$ cat src/rtl/csa_mul_seq_if.sv
// Start/done handshake and operand/product bus for csa_mul_seq.
// master: requester side (drives start/a/b). slave: multiplier side.
interface csa_mul_seq_if #(
  parameter int unsigned WIDTH = 32
);
  logic               start;
  logic [WIDTH-1:0]   a;
  logic [WIDTH-1:0]   b;
  logic               busy;
  logic               done;
  logic [2*WIDTH-1:0] p;

  modport master (output start, output a, output b,
                  input  busy,  input  done, input p);
  modport slave  (input  start, input  a,    input b,
                  output busy,  output done, output p);
endinterface

$ cat src/rtl/csa_mul_seq.sv
// csa_mul_seq: iterative unsigned multiplier built around one carry-save
// adder row. The running product is kept as redundant sum/carry words; one
// partial product is folded in per ACCUM cycle, and a single carry-propagate
// add in RESOLVE produces the high half of the product.
// Optional feature macro: CSA_MUL_EARLY_EXIT_EN -- ACCUM stops after the
// highest set bit of b and RESOLVE realigns the result with a barrel shift.
module csa_mul_seq #(
  parameter int unsigned WIDTH = 32
) (
  input  logic         clk,
  input  logic         rst,
  csa_mul_seq_if.slave bus
);

  localparam int unsigned CW = $clog2(WIDTH + 1);

  typedef enum logic [1:0] {
    IDLE,
    ACCUM,
    RESOLVE
  } state_t;

  state_t             state_q, state_d;
  logic [WIDTH-1:0]   a_q, a_d;
  logic [WIDTH-1:0]   b_q, b_d;
  logic [WIDTH-1:0]   s_q, s_d;
  logic [WIDTH-1:0]   c_q, c_d;
  logic [WIDTH-1:0]   lo_q, lo_d;
  logic [CW-1:0]      cnt_q, cnt_d;
  logic [2*WIDTH-1:0] p_q, p_d;
  logic               done_q, done_d;

  logic [WIDTH-1:0]   pp;
  logic [WIDTH-1:0]   row_s;
  logic [WIDTH-1:0]   row_c;
  logic [WIDTH-1:0]   high;
  logic [CW-1:0]      iter_load;

`ifdef CSA_MUL_EARLY_EXIT_EN
  logic [CW-1:0]      shamt_q, shamt_d;
  logic [CW-1:0]      k_len;
  logic [2*WIDTH-1:0] resolved;

  // Iteration count k = max(1, index of highest set bit of b + 1).
  always_comb begin
    k_len = CW'(1);
    for (int unsigned i = 0; i < WIDTH; i++) begin
      if (bus.b[i]) k_len = CW'(i + 1);
    end
  end

  // Only k product bits were shifted into the top of lo_q; shifting the
  // concatenation right by WIDTH-k puts them back at weight 2^0.
  always_comb begin
    resolved = {high, lo_q} >> shamt_q;
  end

  assign iter_load = k_len - CW'(1);
`else
  assign iter_load = CW'(WIDTH - 1);
`endif

  // One CSA row plus the final carry-propagate add of the redundant pair.
  always_comb begin
    pp    = b_q[0] ? a_q : '0;
    row_s = s_q ^ c_q ^ pp;
    row_c = (s_q & c_q) | (s_q & pp) | (c_q & pp);
    high  = s_q + c_q;
  end

  // Next-state and datapath update for the IDLE/ACCUM/RESOLVE sequence.
  always_comb begin
    state_d = state_q;
    a_d     = a_q;
    b_d     = b_q;
    s_d     = s_q;
    c_d     = c_q;
    lo_d    = lo_q;
    cnt_d   = cnt_q;
    p_d     = p_q;
    done_d  = 1'b0;
`ifdef CSA_MUL_EARLY_EXIT_EN
    shamt_d = shamt_q;
`endif
    case (state_q)
      IDLE: begin
        if (bus.start) begin
          a_d     = bus.a;
          b_d     = bus.b;
          s_d     = '0;
          c_d     = '0;
          lo_d    = '0;
          cnt_d   = iter_load;
`ifdef CSA_MUL_EARLY_EXIT_EN
          shamt_d = CW'(WIDTH) - k_len;
`endif
          state_d = ACCUM;
        end
      end
      ACCUM: begin
        // b_q is consumed LSB first by shifting, so b_q[0] is always bit i.
        lo_d  = {row_s[0], lo_q[WIDTH-1:1]};
        s_d   = {1'b0, row_s[WIDTH-1:1]};
        c_d   = row_c;
        b_d   = b_q >> 1;
        cnt_d = cnt_q - CW'(1);
        if (cnt_q == '0) state_d = RESOLVE;
      end
      RESOLVE: begin
`ifdef CSA_MUL_EARLY_EXIT_EN
        p_d = resolved;
`else
        p_d = {high, lo_q};
`endif
        done_d  = 1'b1;
        state_d = IDLE;
      end
      default: state_d = IDLE;
    endcase
  end

  // State and datapath registers; reset discards any operation in flight.
  always_ff @(posedge clk or posedge rst) begin
    if (rst) begin
      state_q <= IDLE;
      a_q     <= '0;
      b_q     <= '0;
      s_q     <= '0;
      c_q     <= '0;
      lo_q    <= '0;
      cnt_q   <= '0;
      p_q     <= '0;
      done_q  <= 1'b0;
`ifdef CSA_MUL_EARLY_EXIT_EN
      shamt_q <= '0;
`endif
    end else begin
      state_q <= state_d;
      a_q     <= a_d;
      b_q     <= b_d;
      s_q     <= s_d;
      c_q     <= c_d;
      lo_q    <= lo_d;
      cnt_q   <= cnt_d;
      p_q     <= p_d;
      done_q  <= done_d;
`ifdef CSA_MUL_EARLY_EXIT_EN
      shamt_q <= shamt_d;
`endif
    end
  end

  assign bus.busy = (state_q != IDLE);
  assign bus.done = done_q;
  assign bus.p    = p_q;

endmodule
$ cat src/flat_wrapper.sv
// flat-port wrapper written by rule: the top's interface ports become plain ports
module csa_mul_seq_flat 
#(
  parameter int unsigned WIDTH = 32
)
  (clk, rst, bus_start, bus_a, bus_b, bus_busy, bus_done, bus_p);
  csa_mul_seq_if #(.WIDTH(WIDTH)) bus_i ();
  input  logic clk;
  input  logic rst;
  input wire logic [$bits(bus_i.start)-1:0] bus_start;
  input wire logic [$bits(bus_i.a)-1:0] bus_a;
  input wire logic [$bits(bus_i.b)-1:0] bus_b;
  output wire logic [$bits(bus_i.busy)-1:0] bus_busy;
  output wire logic [$bits(bus_i.done)-1:0] bus_done;
  output wire logic [$bits(bus_i.p)-1:0] bus_p;
  assign bus_i.start = bus_start;
  assign bus_i.a = bus_a;
  assign bus_i.b = bus_b;
  assign bus_busy = bus_i.busy;
  assign bus_done = bus_i.done;
  assign bus_p = bus_i.p;
  csa_mul_seq #(.WIDTH(WIDTH)) u_core (.clk(clk), .rst(rst), .bus(bus_i));
endmodule
$ cat config.mk
export PLATFORM = sky130hd
export DESIGN_NAME = csa_mul_seq_flat
export DESIGN_NICKNAME = d
export VERILOG_FILES = /design/src/rtl/csa_mul_seq_if.sv /design/src/rtl/csa_mul_seq.sv /design/src/flat_wrapper.sv
export SDC_FILE = /design/constraint.sdc
export NUM_CORES = 1
export LEC_CHECK = 0
export BUFFER_PORTS_ARGS = -buffer_cell sky130_fd_sc_hd__clkbuf_2
export CORE_UTILIZATION = 55
export DETAILED_ROUTE_END_ITERATION = 10
export GPL_TIMING_DRIVEN = 0
export PLACE_DENSITY = 0.76
export SLEW_MARGIN = 25
export SYNTH_ARGS = -nofsm -noshare
export SYNTH_HDL_FRONTEND = slang
export SYNTH_SLANG_ARGS = --single-unit
$ cat constraint.sdc
create_clock -name clk -period 8.7 [get_ports clk]
set_input_delay 0.435 -clock clk [delete_from_list [all_inputs] [get_ports clk]]
set_output_delay 0.435 -clock clk [all_outputs]
set_load 0.01 [all_outputs]
Word-level counts from Yosys, hierarchy flattened
Cells that the tools add are included.
Cells by class
  equality and inequality tests: 4
  bitwise logic cells: 7
  add/sub/neg operators: 2
  reductions and logical operators: 7
  mux-type cells: 13
Operator list (count)
  $pmux 32 s2: 4
  $and 32x32->32: 3
  $mux 32: 3
  $or 32x32->32: 2
  $xor 32x32->32: 2
  $add 32x32->32: 1
  $pmux 6 s2: 1
  $logic_not 6->1: 1
  $mux 6: 1
  $reduce_and 2->1: 3
  $sub 6x1->6 const B: 1
  $mux 2: 2
  $pmux 2 s2: 1
  $reduce_bool 2->1: 2
  $eq 2x1->1 const B: 1
  $eq 2x2->1 const B: 1
  $logic_not 2->1: 1
  $ne 2x1->1 const B: 1
  $ne 2x2->1 const B: 1
  $mux 1: 1
Word-level totals
  output and inout bits: 66
  register bits: 233
  word-level logic and storage cells: 42
  input port bits: 67

Depth between registers and ports, before layout
  word-level depth: 5
  gate-level depth with buffers: 9
  mapped depth without buffers: 8

Least setup slack after synthesis
OpenSTA, ideal clock, no wires.
  kind: register to register
  start point: register u_core.c_q[9]
  end point: register u_core.p_q[60], in the netlist u_core.bus.p[60]
  setup time: 126 ps
  arrival time: 2184 ps
  cell stages (with the launch flop): 10
  path slack: 6390 ps
  period minus slack after synthesis: 2310 ps
  path through: dfrtp_1 -> ha_1 -> buf_2 -> nand4_1 -> nor3_2 -> a22oi_2 -> and3_4 -> or3_4 -> o2111a_1 -> a221o_1
Between the ends
  word-level cells in the longest chain between the ends: 1
RTL lines
  start: declaration: line csa_mul_seq.sv:27  | logic [WIDTH-1:0] c_q, c_d;
  start signal: assignment: line csa_mul_seq.sv:129  | c_q <= '0;
  start signal: assignment: line csa_mul_seq.sv:142  | c_q <= c_d;
  $add 32x32->32: line csa_mul_seq.sv:68  | high = s_q + c_q;
  end signal: assignment: line csa_mul_seq.sv:145  | p_q <= p_d;
  end: declaration: line csa_mul_seq.sv:30  | logic [2*WIDTH-1:0] p_q, p_d;
Every way passes these cells.
A chain may end at the register's enable or synchronous reset.

Worst setup path in the final report
  start point: register u_core.c_q[1]
  end point: register u_core.p_q[63], in the netlist u_core.bus.p[63]
The elaborated chain is that of the path after synthesis.

==> flow_summary.json <==
{
  "htree_levels": 1,
  "fin_crit_sh_pct": 33.5,
  "arrival_ns": 3.32,
  "vias": 9753,
  "ys_warn_count": 0,
  "drt_iter0_drc": 669,
  "seq_area_um2": 5810,
  "crit_family": "compound AO/OA/AOI/OAI gates",
  "routed_wl_mm": 28.7,
  "crit_cells": 8,
  "p_seq_share_pct": 45.5,
  "cts_buffers": 25,
  "path_cells": "ha_1 -> a211oi_1 -> o21ai_1 -> o2111ai_2 -> a21oi_1 -> o311ai_1 -> a211o_1 -> o211ai_1",
  "drive_gt1_share_pct": 13.4,
  "synthFlopType": "dfrtp_1",
  "place.gp.congestion": 0.875,
  "synth-seq-cells": 232,
  "grt_pass1_vias": 9594,
  "synth_most_common_cell": "nand2_1",
  "p_int_w": 0.00201,
  "antenna_found_initial": 0,
  "synth_area_leaders": "dfrtp_1, nand2_1, o21ai_0",
  "die_w_um": 148,
  "critPathSlowestCell": "o311ai_1",
  "synth_nets": 1443,
  "finish.net_count": 1604,
  "grt_max_degree": 96,
  "hold_violations": 0,
  "core_area_um2": 20500,
  "syn_area_per_cell_um2": 8.89,
  "reg2reg_depth": 8,
  "synth_top_area_share_pct": 49.9,
  "cts_tree": "yes",
  "yosysSeqAreaShare_pct": 49.9,
  "worst_pin_slew_ns": 0.757,
  "dp_cells": 1714,
  "clkPwrFrac_pct": 39.7,
  "cp.required_ns": 9.10,
  "grtUsageTotal_pct": 27.4,
  "final_antenna_net_count": 0,
  "die_h_um": 148,
  "diodes": 0,
  "status": "finished, final reports clean",
  "placed_area_um2": 12700,
  "drt_pass1_iterations": 5,
  "nFillCells": 1718,
  "io_buffers": 132,
  "cts_hold_buf": 0,
  "cts.path.max_buffers": 3,
  "ys_types": 61,
  "cts_resized": 0,
  "ir_drop_uv": 147,
  "postCtsSetupRepairBufs": 0,
  "ctsRootBufferMaster": "clkbuf_16",
  "total_power_w": 0.00278,
  "slew_viol_final": 0,
  "switching_share_pct": 27.7,
  "slew-limit-headroom_pct": 49.5,
  "multi_input_area_um2": 5500,
  "synth_top_area_cell": "dfrtp_1",
  "async_flop_share_pct": 100,
  "critPathMaxFanout": 5,
  "finalNonFillerCells": 1758,
  "synth_edf_count": 0,
  "area_growth_pct": 16.5,
  "slowest_delay_ns": 0.55,
  "synth_commonest_cells": "nand2_1, dfrtp_1, o21ai_0",
  "clk_latency_ns": 0.53,
  "final_area_um2": 13600,
  "worst-setup-path-type": "register to register",
  "cts.reportedPaths.clkPinSlew_ns": 0.06,
  "p_sw_w": 0.000770,
  "initial_core_util_pct": 56.8,
  "max-cap-violations": 0,
  "rsz0062_at_grt": "no",
  "combPwrFrac_pct": 14.8,
  "setup_violations": 0,
  "max_freq_mhz": 343,
  "start_kind": "register",
  "die_area_um2": 21800,
  "p_leak_nw": 6.62,
  "clock-skew-final_ns": 0.0105,
  "io_pins": 133,
  "cts_sinks": 232,
  "timing.final.crit_period_ns": 2.92,
  "path_buf_inv": 0,
  "synth_area_um2": 11600,
  "routedWlPerCell_um": 16.3,
  "grt_pass1_wl_mm": 47.7,
  "syn_inst": 1310,
  "std_cell_rows": 52,
  "drc": 0,
  "powerDensity_nw_per_um2": 205,
  "via_per_inst": 5.55,
  "min_path_type": "input port to async pin",
  "critPathCaptureType": "register",
  "dp_hpwl_mm": 20.7,
  "grt-ovfl-total": 0
}
-- power groups by stage --
stage          logic (W)  clock network (W)  registers, W
6_report        0.000410            0.00110       0.00126
5_1_grt         0.000471            0.00116       0.00128
4_1_cts         0.000410            0.00112       0.00126
3_5_place_dp    0.000406                  0       0.00128
3_3_place_gp    0.000387                  0       0.00128
2_1_floorplan   0.000294                  0       0.00126
-- area by class of cell --
cell class | count | share of cell area [%]
tap | 270 | 2.49
sequential | 232 | 42.8
inverter | 11 | 0.360
multi-input combinational | 991 | 40.5
timing repair buffer | 134 | 5.28
clock inverter | 8 | 0.895
buffer | 76 | 2.20
clock buffer | 36 | 5.43
-- cell families (layout without fill, tap and decap cells) --
| group | after synthesis | count (layout) | share of synthesized area [%] |
|---|---|---|---|
| XOR/XNOR | 21 | 21 | 1.58 |
| flip-flops | 232 | 232 | 49.9 |
| buffers and inverters | 87 | 265 | 2.92 |
| AND/OR/NAND/NOR | 634 | 634 | 22.4 |
| AO/OA/AOI/OAI | 269 | 269 | 14.0 |
| multiplexers | 1 | 1 | 0.0967 |
| adder cells (fa/ha/maj) | 66 | 66 | 9.09 |
-- placed cells by master (no fill, tap or decap), types with 5 or more instances in the layout --
master / netlist / routed
fa_1: 31 / 31
nor2_1: 31 / 31
and2_1: 36 / 36
a31oi_1: 6 / 6
clkbuf_8: 0 / 7
o211ai_1: 5 / 5
xnor2_1: 8 / 8
a21oi_1: 37 / 37
nor3_1: 9 / 9
nand4_1: 7 / 7
nand2_1: 510 / 510
dfrtp_1: 232 / 232
clkbuf_2: 0 / 132
clkbuf_1: 59 / 63
a21o_1: 10 / 10
a22oi_1: 31 / 31
buf_2: 8 / 8
inv_1: 10 / 9
clkbuf_16: 0 / 25
buf_1: 8 / 8
nand3_1: 13 / 13
o21ai_0: 135 / 135
xor2_1: 13 / 13
ha_1: 35 / 35
-- registers in the layout (all words and copies together), names as in the netlist --
name,cells
u_core.a_q,32
u_core.b_q,32
u_core.bus.done,1
u_core.bus.p,64
u_core.c_q,32
u_core.cnt_q,6
u_core.lo_q,32
u_core.s_q,31
u_core.state_q,2
-- metal layers --
metal | vias to the layer above | GRT usage, % | share of wire (%)
li1 | 4693 | - | -
met1 | 4687 | 38.1 | 44
met2 | 312 | 44.2 | 47
met3 | 61 | 4.38 | 6.2
met4 | 0 | 9.07 | 2.7
met5 | - | 0 | 0
-- final timing paths --
kind | start | slack (ns) | end
max | u_core.c_q[1] | 5.78 | u_core.bus.p[63]
min | rst | 0.05 | u_core.s_q[7]
max reg2reg | u_core.c_q[1] | 5.78 | u_core.bus.p[63]
min reg2reg | u_core.a_q[6] | 0.47 | u_core.a_q[6]
max in group asynchronous | rst | 7.79 | u_core.bus.p[48]
min in group clk | bus_a[13] | 0.10 | u_core.a_q[13]
-- through the flow --
| step | hold slack [ns] | setup WS [ns] | util [%] | TNS (ns) |
|---|---|---|---|---|
| 3_3_place_gp | 0.452 | -0.590 | 61.7 | -133.27 |
| 5_1_grt | 0.0947 | 5.68 | 66.2 | 0 |
| 3_5_place_dp | 0.456 | 5.91 | 62.0 | 0 |
| 6_report | 0.0451 | 5.78 | 66.2 | 0 |
| 4_1_cts | 0.0557 | 5.88 | 66.2 | 0 |
| 2_1_floorplan | 0.438 | 1.90 | - | 0 |
No activity file was read; power rests on OpenSTA's default activity.
